`config.mk`:
```
export PLATFORM = sky130hd
export DESIGN_NAME = domain_mux_arb
export DESIGN_NICKNAME = d
export VERILOG_FILES = /design/src/rtl/domain_mux_arb.sv
export SDC_FILE = /design/constraint.sdc
export NUM_CORES = 1
export LEC_CHECK = 0
export CAP_MARGIN = 20
export CORE_MARGIN = 4
export CORE_UTILIZATION = 41
export CTS_BUF_LIST = sky130_fd_sc_hd__clkbuf_4 sky130_fd_sc_hd__clkbuf_8
export DETAILED_ROUTE_END_ITERATION = 16
export PLACE_DENSITY_LB_ADDON = 0.3
export SYNTH_ARGS = -nofsm -noshare
export SYNTH_HDL_FRONTEND = slang
export SYNTH_SLANG_ARGS = --single-unit
```
`constraint.sdc`:
```
create_clock -name clk -period 3 [get_ports clk]
set_clock_uncertainty 0.1 [all_clocks]
set_input_delay 0.3 -clock clk [delete_from_list [all_inputs] [get_ports clk]]
set_output_delay 0.3 -clock clk [all_outputs]
set_load 0.01 [all_outputs]
```
`src/rtl/domain_mux_arb.sv`:
```
// ---------------------------------------------------------------------------
// domain_mux_arb
//
// Purpose:
//   Two-requester val/rdy arbiter feeding a one-entry registered output.
//   Each request carries a 2-bit security domain tag. Contention is resolved
//   by a round-robin priority pointer. Optionally, every change of domain on
//   the output is preceded by a one-cycle scrub. The scrub clears the output
//   message so no data from the previous domain lingers on out_msg.
//
// Configuration:
//   DOMAIN_MUX_ARB_SCRUB_EN
//     - Defined: domain changes insert a scrub cycle. The winner is then
//       locked until it is accepted.
//     - Undefined: domain changes pass back-to-back. last_domain is still
//       tracked.
//
// Parameters:
//   p_nbits       message width
//
// Ports:
//   clk           single clock; all state updates on its rising edge
//   reset_n       asynchronous active-low reset
//   req0_val      requester 0 valid
//   req0_rdy      requester 0 ready
//   req0_msg      requester 0 message
//   req0_domain   requester 0 domain tag
//   req1_*        same four signals for requester 1
//   out_val       registered output valid
//   out_rdy       output ready from the consumer
//   out_msg       registered output message
//   out_domain    registered output domain tag
//   sel           2:1 mux select (0 = requester 0, 1 = requester 1)
// ---------------------------------------------------------------------------
module domain_mux_arb #(
  parameter int p_nbits = 32
) (
  input  logic               clk,
  input  logic               reset_n,

  input  logic               req0_val,
  output logic               req0_rdy,
  input  logic [p_nbits-1:0] req0_msg,
  input  logic [1:0]         req0_domain,

  input  logic               req1_val,
  output logic               req1_rdy,
  input  logic [p_nbits-1:0] req1_msg,
  input  logic [1:0]         req1_domain,

  output logic               out_val,
  input  logic               out_rdy,
  output logic [p_nbits-1:0] out_msg,
  output logic [1:0]         out_domain,

  output logic               sel
);

`ifdef DOMAIN_MUX_ARB_SCRUB_EN
  localparam bit scrub_en = 1'b1;
`else
  localparam bit scrub_en = 1'b0;
`endif

  typedef enum logic {
    RUN   = 1'b0,
    SCRUB = 1'b1
  } state_t;

  state_t               state;
  state_t               state_next;

  logic [1:0]           last_domain;
  logic                 ptr;
  logic                 lock;
  logic                 lock_sel;
  logic [1:0]           lock_domain;
  logic                 sel_q;

  logic                 winner;
  logic                 win_val;
  logic [p_nbits-1:0]   win_msg;
  logic [1:0]           win_domain;
  logic                 can_accept;
  logic                 scrub_required;
  logic                 accept;

  // Arbitration and handshake.
  // While a lock is held only the locked requester may win. This holds even
  // if it has dropped val, so a scrubbed domain is never handed to the other
  // requester. Outside a lock:
  //   - a lone valid request wins;
  //   - a tie goes to ptr.
  // scrub_en is a constant, so the scrub path vanishes when it is disabled.
  always_comb begin
    winner         = ptr;
    win_val        = 1'b0;
    win_msg        = req0_msg;
    win_domain     = req0_domain;
    can_accept     = 1'b0;
    scrub_required = 1'b0;
    accept         = 1'b0;
    req0_rdy       = 1'b0;
    req1_rdy       = 1'b0;
    sel            = sel_q;
    state_next     = state;

    if (lock) begin
      winner = lock_sel;
    end else if (req0_val && !req1_val) begin
      winner = 1'b0;
    end else if (req1_val && !req0_val) begin
      winner = 1'b1;
    end else begin
      winner = ptr;
    end

    win_val    = winner ? req1_val    : req0_val;
    win_msg    = winner ? req1_msg    : req0_msg;
    win_domain = winner ? req1_domain : req0_domain;

    can_accept     = (state == RUN) && (!out_val || out_rdy);
    scrub_required = scrub_en && can_accept && win_val &&
                     (win_domain != last_domain);
    accept         = can_accept && win_val && !scrub_required;

    req0_rdy = accept && !winner;
    req1_rdy = accept &&  winner;

    if (win_val) begin
      sel = winner;
    end

    case (state)
      RUN:     if (scrub_required) state_next = SCRUB;
      SCRUB:   state_next = RUN;
      default: state_next = RUN;
    endcase
  end

  // FSM state register.
  always_ff @(posedge clk or negedge reset_n) begin
    if (!reset_n) begin
      state <= RUN;
    end else begin
      state <= state_next;
    end
  end

  // Output register, domain tracking, priority pointer and lock.
  // Starting a scrub latches the winner and its domain. The scrub cycle
  // itself then blanks the output to that domain. Any output already present
  // when the scrub starts has been consumed, because can_accept required
  // out_rdy. ptr only moves on a real accept, so a scrub leaves it alone.
  always_ff @(posedge clk or negedge reset_n) begin
    if (!reset_n) begin
      out_val     <= 1'b0;
      out_msg     <= '0;
      out_domain  <= 2'd0;
      last_domain <= 2'd0;
      ptr         <= 1'b0;
      lock        <= 1'b0;
      lock_sel    <= 1'b0;
      lock_domain <= 2'd0;
      sel_q       <= 1'b0;
    end else begin
      if (state == SCRUB) begin
        out_val     <= 1'b0;
        out_msg     <= '0;
        out_domain  <= lock_domain;
        last_domain <= lock_domain;
      end else if (scrub_required) begin
        lock        <= 1'b1;
        lock_sel    <= winner;
        lock_domain <= win_domain;
        out_val     <= 1'b0;
      end else if (accept) begin
        out_val     <= 1'b1;
        out_msg     <= win_msg;
        out_domain  <= win_domain;
        last_domain <= win_domain;
        ptr         <= ~winner;
        lock        <= 1'b0;
      end else if (out_val && out_rdy) begin
        out_val     <= 1'b0;
      end

      if (win_val) begin
        sel_q <= winner;
      end
    end
  end

endmodule

```
* After elaboration in Yosys (flattened, before gate mapping)
Index checks and enable logic that the tools add are counted.
Storage, ports and cells: logic and storage cells 28, output and inout port bits 38, register bits after elaboration 37, input port bits 73
Operators by class: bitwise operators 1, muxes and demuxes 10, reductions and logical operators 12
Operator list (count):
- $mux 32 | 2
- $logic_and 1x1->1 | 6
- $mux 1 | 6
- $logic_not 1->1 | 4
- $mux 2 | 2
- $reduce_bool 2->1 | 1
- $logic_or 1x1->1 | 1
- $not 1->1 | 1

* Logic depth before layout (Yosys ltp)
Gate-level depths: netlist (run 1).
depth after elaboration 7, depth in mapped cells 5, depth with buffers taken out 3

* Worst setup path after synthesis (run 1)
No wires, ideal clock.
path kind reg-to-reg, start register out_val, end register out_msg[10], stages on the path, launching flop included 6, data arrival time 1281 ps, data required time 2774 ps, path slack 1493 ps, clock period less this slack 1507 ps, setup time 126 ps, buffers on the path 2, cells stage by stage dfrtp_1 -> nor2b_4 -> buf_6 -> o21bai_4 -> buf_6 -> a221o_1
Between the ends: cells in the longest elaborated chain, start to end 3
RTL lines:
- start, declared | line 51 | output logic out_val,
- start signal, assigned | line 157 | out_val <= 1'b0;
- start signal, assigned | line 168 | out_val <= 1'b0;
- start signal, assigned | line 176 | out_val <= 1'b0;
- $logic_not 1->1 | line 122 | can_accept = (state == RUN) && (!out_val || out_rdy);
- $logic_or 1x1->1 | line 122
- $logic_and 1x1->1 | line 125 | accept = can_accept && win_val && !scrub_required;
- end signal, assigned | line 179 | out_msg <= win_msg;
- end, declared | line 53 | output logic [p_nbits-1:0] out_msg,
Every way passes these cells. A chain may end at the register's enable or synchronous reset.

* Worst setup path in the final report (run 1)
start input port req1_val, end output port sel
Between the ends: cells in the longest elaborated chain, start to end 5, elaborated cells between the ends (all ways) 7, classes of those cells mux (4); reduce/logical (3)
RTL lines:
- start, declared | line 46 | input logic req1_val,
- $logic_and 1x1->1 or $logic_not 1->1 (tied branches) | line 112, 110
- $mux 1 or $logic_and 1x1->1 (tied branches) | line 112, 110
- $mux 1 | line 110 | end else if (req0_val && !req1_val) begin
- $mux 1 | line 118 | win_val = winner ? req1_val : req0_val;
- $mux 1 * | line 130 | if (win_val) begin
- end, declared | line 56 | output logic sel
Every way passes the cells marked *; elsewhere a longest branch is shown, timed or not.

==> impl_metrics.ini, run 1 <==
[cts]
cts.clk_slew.worst_paths_ns = 0.07
post-cts-setup-buffers = 0
ctsHoldBuffers = 0
clock_tree.root_cell = clkbuf_8
cts_buffer_depth = 2
cts_tree = yes
cts_max_level = 2
cts_resized = 0
cts_buffers = 5
cts.sinks = 37
clock_latency_ns = 0.28

[yosys]
synthTopCellsByArea = dfrtp_1 (51%), a221o_1 (17%), nor3_1 (9.4%)
synth_edf_count = 0
yosysTopAreaCell = dfrtp_1
synth_xor_area_share_pct = 0
ys.flop_type = dfrtp_1
syn_inst = 168
synth_mux_area_share_pct = 0
ys_types = 18
synth_seq_area_share_pct = 50.9
synthTopCellsByCount = dfrtp_1 (37), nand2_1 (34), nor3_1 (34)
ys_seq_elements = 37
synth_top_family_by_area = compound AO/OA/AOI/OAI gates
synth_compound_area_share_pct = 22.1
syn_area_sq_um = 1820
yosys.area_share.simple_pct = 18.1
synth_top_area_share_pct = 50.9
synthAdderAreaFrac_pct = 0
synth_nets = 241
yosys_warnings = 0
syn_avg_cell_area_sq_um = 10.8
synth.most_common_cell = dfrtp_1
async_flop_share_pct = 100

[routing]
drt-total-wl_mm = 5.73
via_count = 1765
drt_iter0_drc = 135
vias_per_cell = 5.46
wl_met3_um = 568
ant_nets = 0
first_pass_iters = 4
drc = 0
drt-met1-wl_mm = 2.27
wl_met2_mm = 2.86
top_layer_used = met4
wire_per_inst_um = 17.7

[final_layout]
final_nets = 345
areaGrowthSynthToFinish_pct = 62.7
final_layout_size_suffix_gt1_share_pct = 8.79
fillers = 334
diodes = 0
fin_util_pct = 71.4

[worst_setup_path]
reg2reg_depth = 4
worstSetupEndpointType = primary output
crit_family = buffers and inverters
path_buf_inv = 3
arrival_ns = 2.09
path_max_fanout = 37
start_kind = input pin
cp_data_required_time_ns = 2.60
max_stage_delay_ns = 0.58
path_cells = clkdlybuf4s50_1 -> buf_4 -> o21ai_0 -> o21ai_0 -> clkdlybuf4s50_1
cpMaxStageDelayCell = clkdlybuf4s50_1
cp.depth = 5
critPathKind = in2out

[timing]
min_period_ns = 2.49
fin_crit_sh_pct = 82.9
final_hold_viol_count = 0
max_clock_freq_ghz = 0.402
drv_slew = 0
setup_viol = 0
worstMarginPinSlew_ns = 0.849
rsz0062_at_grt = no
final.setup.tns_ns = 0
relSlewSlack_pct = 43.3

[die]
die_w_um = 74.6
core_region_area_sq_um = 4140
dieArea_sq_um = 5570
start_util_pct = 43.9
ios = 111
die_h_um = 74.6
rows = 23

[power_and_ir_drop]
p_leak_nw = 1.23
powerDensity_nw_per_um2 = 500
vdd.ir_drop.worst_v = 0.000260

[grt]
grt_pass1_vias = 1803
overflow = 0
grt_max_degree = 38
antenna_found_initial = 0
grtUsageTotal_pct = 21.3
grt_pass1_wl_mm = 9.05

[flow_run]
drv_cap = 0

[placed_design]
portBuffers = 110
dpl.hpwl_mm = 4.14
gp_congestion = 0.767

[status]
status = finished clean

[worst_hold_path]
min_path_type = in2async
where the power goes:
part | internal (mW) | switching (mW) | total, mW
sequential | 0.579 | 0.0513 | 0.630
combinational | 0.299 | 0.192 | 0.491
clock | 0.186 | 0.174 | 0.360
total | 1.06 | 0.417 | 1.48
per-stage QoR:
step	hold WS [ns]	worst slack [ns]	cells	power (mW)	cell area, sq um
2_1_floorplan	-0.0956	1.49	168	0.840	1820
3_3_place_gp	0.342	0.550	315	1.12	2860
5_1_grt	0.0657	0.410	323	1.57	2960
3_5_place_dp	0.346	0.513	315	1.13	2860
6_report	0.00350	0.513	323	1.48	2960
4_1_cts	0.0334	0.508	323	1.50	2960
registers in the layout (all words and copies together) (netlist names):
name        count
sel_q           1
ptr             1
out_val         1
out_msg        32
out_domain      2
final timing paths:
path / endpoint / slack, ns / from
setup / recovery: sel / 0.51 / req1_val
hold / removal: out_msg[0] / 0.004 / reset_n
setup reg to reg: out_msg[5] / 0.96 / out_val
hold reg to reg: out_msg[26] / 0.41 / out_msg[26]
max in group asynchronous: out_domain[1] / 2.28 / reset_n
min in group clk: out_msg[26] / 0.41 / out_msg[26]
layout by cell type (no fill, tap or decap), types with 2 or more instances in the layout:
| cell | count |
|---|---|
| clkbuf_8 | 6 |
| a221o_1 | 30 |
| nand2_1 | 34 |
| o21ai_0 | 2 |
| buf_4 | 5 |
| a221o_2 | 4 |
| dfrtp_1 | 37 |
| nor3_1 | 34 |
| clkdlybuf4s50_1 | 109 |
cell type report:
type | count | area [sq um] | area share, %
Clock buffer | 6 | 82.6 | 2.79
Tap cell | 50 | 62.6 | 2.11
Multi-Input combinational cell | 111 | 733 | 24.8
Inverter | 2 | 7.51 | 0.254
Timing Repair Buffer | 115 | 1130 | 38.3
Sequential cell | 37 | 926 | 31.3
Clock inverter | 2 | 13.8 | 0.465
kinds of logic (layout without fill, tap and decap cells):
family          after synthesis  count (layout)
buf+inv                      20             125
compound gates               39              39
simple gates                 72              72
flops                        37              37
per-layer routing:
layer	vias to the layer above	GRT usage, %
met5	-	0
met4	0	4.74
met3	4	5.87
met2	80	34.1
met1	842	28.9
li1	839	-
Note: power is estimated with default switching activity, not from simulation.
==> run 2: changes to the inputs <==
--- a/config.mk
+++ b/config.mk
@@ -7,7 +7,7 @@
 export LEC_CHECK = 0
 export CAP_MARGIN = 20
 export CORE_MARGIN = 4
-export CORE_UTILIZATION = 41
+export CORE_UTILIZATION = 38
 export CTS_BUF_LIST = sky130_fd_sc_hd__clkbuf_4 sky130_fd_sc_hd__clkbuf_8
 export DETAILED_ROUTE_END_ITERATION = 16
 export PLACE_DENSITY_LB_ADDON = 0.3
==> constraint.sdc (replaced) <==
create_clock -name clk -period 2.3 [get_ports clk]
set_clock_uncertainty 0.1 [all_clocks]
set_input_delay 0.23 -clock clk [delete_from_list [all_inputs] [get_ports clk]]
set_output_delay 0.23 -clock clk [all_outputs]
set_load 0.01 [all_outputs]
==> impl_metrics.ini, run 2 (same netlist as run 1, synthesis figures left out) <==
[cts]
cts_buffers = 5
clock_tree.root_cell = clkbuf_8
cts_buffer_depth = 2
cts_tree = yes
cts.clk_slew.worst_paths_ns = 0.06
post-cts-setup-buffers = 0
clock_latency_ns = 0.27
cts_resized = 0
ctsHoldBuffers = 1
cts_max_level = 2
cts.sinks = 37

[final_layout]
final_layout_size_suffix_gt1_share_pct = 9.09
fin_area_sq_um = 2980
final_cell_mix = clkdlybuf4s50_1 (109), dfrtp_1 (37), nand2_1 (34), nor3_1 (34), a221o_1 (30)
diodes = 0
fillers = 370
top_register = out_msg
top_regs = out_msg: 32 flops, out_domain: 2 flops
fin_cells = 327
final_nets = 348
multi_input_area_sq_um = 733
layout_commonest_cell = clkdlybuf4s50_1
final-seq-area_sq_um = 926
largest_register_ff_count = 32
areaGrowthSynthToFinish_pct = 63.8

[die]
die_h_um = 77.2
rows = 24
start_util_pct = 40.4
dieArea_sq_um = 5960
ios = 111
core_region_area_sq_um = 4500
die_w_um = 77.2

[timing]
relSlewSlack_pct = 39.2
worstMarginPinSlew_ns = 0.909
final_hold_viol_count = 0
final.setup.tns_ns = 0
min_period_ns = 2.11
setup_viol = 0
rsz0062_at_grt = no
drv_slew = 0
whs_ns = 0.410
fin_crit_sh_pct = 91.9
max_clock_freq_ghz = 0.473

[placed_design]
portBuffers = 110
place_inst = 319
gp_congestion = 0.698
dpl.hpwl_mm = 4.05
dpl_cell_area_sq_um = 2880

[power_and_ir_drop]
switchingPower_mw = 0.521
powerDensity_nw_per_um2 = 644
p_clk_share_pct = 23.8
swShare_pct = 27.2
vdd.ir_drop.worst_v = 0.000335
power_mw = 1.92
sequentialPowerShare_pct = 42.7
p_leak_nw = 1.24
p_comb_share_pct = 33.6
p_int_mw = 1.40

[worst_setup_path]
cpMaxStageDelayCell = clkdlybuf4s50_1
max_stage_delay_ns = 0.60
cp_data_required_time_ns = 1.97
start_kind = input pin
worstSetupEndpointType = primary output
crit_family = buffers and inverters
path_max_fanout = 5
crit_path_end = sel
arrival_ns = 1.78
r2r_slack_ns = 0.72
path_cells = clkdlybuf4s50_1 -> inv_2 -> o21ai_0 -> o21ai_0 -> clkdlybuf4s50_1
worstReg2RegStart = out_val
path_buf_inv = 3
reg2reg_depth = 4
r2r-end = out_msg[6]
critPathKind = in2out
startpoint = req0_val
cp.depth = 5

[routing]
ant_nets = 0
vias_per_cell = 5.43
wire_per_inst_um = 17.6
first_pass_iters = 4
drt-total-wl_mm = 5.75
via_count = 1774
drc = 0
drt_iter0_drc = 103

[grt]
grt_max_degree = 38
overflow = 0
antenna_found_initial = 0
grtUsageTotal_pct = 19.0
grt_pass1_wl_mm = 9.07
grt_pass1_vias = 1808

[worst_hold_path]
min_path_type = reg2reg

[status]
status = finished clean

[flow_run]
drv_cap = 0
run 2: changes by cell type in the layout (fill, tap and decap cells not counted):
| cell | previous run | this run |
|---|---|---|
| buf_4 | 5 | 7 |
| clkbuf_4 | 0 | 1 |
| clkinv_2 | 1 | 0 |
| clkinv_4 | 1 | 0 |
| dlygate4sd3_1 | 0 | 1 |
run 2: worst min path at each step:
stage                            from       endpoint  slack (ns)  cells after the start
after CTS                 out_msg[21]    out_msg[21]        0.42                      1
final                      out_msg[7]     out_msg[7]        0.41                      1
after floorplan               reset_n  out_domain[0]       -0.17                      0
after global placement        reset_n     out_msg[1]        0.28                      1
after global routing       out_msg[4]     out_msg[4]        0.43                      1
after detailed placement      reset_n     out_msg[1]        0.27                      1
run 2: metal layers:
layer,track usage (%),share of wire (%)
met1,24.4,45
met2,31.9,49
met3,5.15,5.8
met4,4.09,0.50
met5,0,0
run 2: worst reg2reg max path: cells and delay by family, from the launching register on:
kind / cells / cell delay (ns)
compound gates: 2 / 0.48
flops: 1 / 0.39
simple gates: 1 / 0.15
buf+inv: 1 / 0.39
run 2: stage by stage:
stage	setup slack, ns	util, %
4_1_cts	0.161	66.2
3_5_place_dp	0.171	63.9
5_1_grt	0.0622	66.2
3_3_place_gp	0.223	63.9
6_report	0.186	66.2
2_1_floorplan	0.793	-
run 2: power by group through the flow:
stage / logic (mW) / clock network [mW] / registers [mW]
3_5_place_dp: 0.651 / 0 / 0.828
6_report: 0.644 / 0.456 / 0.819
3_3_place_gp: 0.642 / 0 / 0.826
5_1_grt: 0.689 / 0.496 / 0.832
2_1_floorplan: 0.225 / 0 / 0.870
4_1_cts: 0.654 / 0.467 / 0.819
run 2: layout make-up:
| class | instances | share of cell area, % |
|---|---|---|
| multi-input cells | 111 | 24.6 |
| repair buffers | 118 | 38.9 |
| flip-flops and latches | 37 | 31.1 |
| inverters | 2 | 0.252 |
| well taps | 52 | 2.18 |
| clock buffers | 7 | 3.02 |
==> run 3: changes to the inputs <==
--- a/config.mk
+++ b/config.mk
@@ -11,6 +11,7 @@
 export CTS_BUF_LIST = sky130_fd_sc_hd__clkbuf_4 sky130_fd_sc_hd__clkbuf_8
 export DETAILED_ROUTE_END_ITERATION = 16
 export PLACE_DENSITY_LB_ADDON = 0.3
+export SKIP_CTS_REPAIR_TIMING = 1
 export SYNTH_ARGS = -nofsm -noshare
 export SYNTH_HDL_FRONTEND = slang
 export SYNTH_SLANG_ARGS = --single-unit
==> impl_metrics.ini, run 3 (same netlist as run 1, synthesis figures left out) <==
[status]
status = finished, violations left
violations = hold timing

[grt]
use_met3_pct = 5.15
overflow = 0
grt_pass1_wl_mm = 9.03
grtUsageTotal_pct = 18.9
met1_usage_pct = 24.4
met2_usage_pct = 31.5
grt_max_degree = 38
top_usage_layer = met2
grt_pass1_vias = 1795
antenna_found_initial = 0

[worst_setup_path]
worstSetupEndpointType = primary output
path_max_fanout = 5
critPathKind = in2out
cp_data_required_time_ns = 1.97
r2r_slack_ns = 0.72
arrival_ns = 1.78
worstReg2RegStart = out_val
r2r-end = out_msg[6]
start_kind = input pin
reg2reg_depth = 4

[routing]
drt-total-wl_mm = 5.70
drt_iter0_drc = 93
drc = 0
first_pass_iters = 4
wire_per_inst_um = 17.5
vias_per_cell = 5.44
ant_nets = 0
via_count = 1774

[placed_design]
dpl_cell_area_sq_um = 2880
dpl.hpwl_mm = 4.05
portBuffers = 110
gp_congestion = 0.698
place_inst = 319

[power_and_ir_drop]
power_mw = 1.92
switchingPower_mw = 0.520
p_clk_share_pct = 23.8
powerDensity_nw_per_um2 = 645
p_leak_nw = 1.23
vdd.ir_drop.worst_v = 0.000335
sequentialPowerShare_pct = 42.7
p_int_mw = 1.40
swShare_pct = 27.1
p_comb_share_pct = 33.5

[timing]
whs_ns = -0.0617
fin_crit_sh_pct = 91.9
min_period_ns = 2.11
drv_slew = 0
rsz0062_at_grt = no
relSlewSlack_pct = 39.7
setup_viol = 0
max_clock_freq_ghz = 0.473
final.setup.tns_ns = 0
final_hold_viol_count = 37
worstMarginPinSlew_ns = 0.902

[final_layout]
final_cell_mix = clkdlybuf4s50_1 (109), dfrtp_1 (37), nand2_1 (34), nor3_1 (34), a221o_1 (30)
fin_cells = 326
diodes = 0
final_nets = 347
fin_area_sq_um = 2970
top_register = out_msg
final_layout_size_suffix_gt1_share_pct = 9.12
areaGrowthSynthToFinish_pct = 63.3
layout_commonest_cell = clkdlybuf4s50_1
top_regs = out_msg: 32 flops, out_domain: 2 flops
largest_register_ff_count = 32

[cts]
cts.clk_slew.worst_paths_ns = 0.07
cts_buffer_depth = 2
clock_tree.root_cell = clkbuf_8
cts_max_level = 2
cts_buffers = 5
clock_latency_ns = 0.27
cts_tree = yes
cts.sinks = 37

[die]
die_h_um = 77.2
die_w_um = 77.2
core_region_area_sq_um = 4500
start_util_pct = 40.4
dieArea_sq_um = 5960
ios = 111
rows = 24

[worst_hold_path]
min_path_type = in2async

[flow_run]
drv_cap = 0
run 3: changes by cell type in the layout (fill, tap and decap cells not counted), sizes merged:
| cell | previous run | this run |
|---|---|---|
| dlygate4sd3 | 1 | 0 |
run 3: how the worst max path moves through the flow:
stage	start	to	slack (ns)	cells past startpoint
finish	req0_val	sel	0.19	5
global route	req0_val	sel	0.06	5
CTS	req0_val	sel	0.16	5
floorplan	out_val	out_msg[10]	0.79	5
detailed placement	req0_val	sel	0.17	5
global placement	req0_val	sel	0.22	5
run 3: final cells by class:
cell class                 instances  area, sq um
fill                             371         1530
timing repair buffer             117         1150
sequential                        37          926
multi-input combinational        111          733
clock buffer                       7         90.1
tap                               52         65.1
inverter                           2         7.51
run 3: power by group through the flow:
stage | Combinational, mW | Sequential [mW] | Clock [mW]
finish | 0.642 | 0.819 | 0.455
global route | 0.688 | 0.832 | 0.496
CTS | 0.653 | 0.819 | 0.467
detailed placement | 0.651 | 0.828 | 0
global placement | 0.642 | 0.826 | 0
floorplan | 0.225 | 0.870 | 0
run 3: metal layers:
layer  share of wire, %  wire length, um  vias up
met3                6.2              351        4
li1                   -                -      839
met2                 49             2770       63
met5                  0                0        -
met1                 45             2540      868
met4               0.51               29        0
run 3: stage by stage:
stage	worst slack [ns]	utilization, %	hold slack, ns
CTS	0.161	65.9	-0.0379
finish	0.186	65.9	-0.0617
floorplan	0.793	-	-0.166
global route	0.0622	65.9	0.00474
detailed placement	0.171	63.9	0.267
global placement	0.223	63.9	0.282
run 3: critical path, stage by stage:
cell             delay, ns
clkdlybuf4s50_1       0.60
inv_2                 0.08
o21ai_0               0.20
o21ai_0               0.15
clkdlybuf4s50_1       0.51
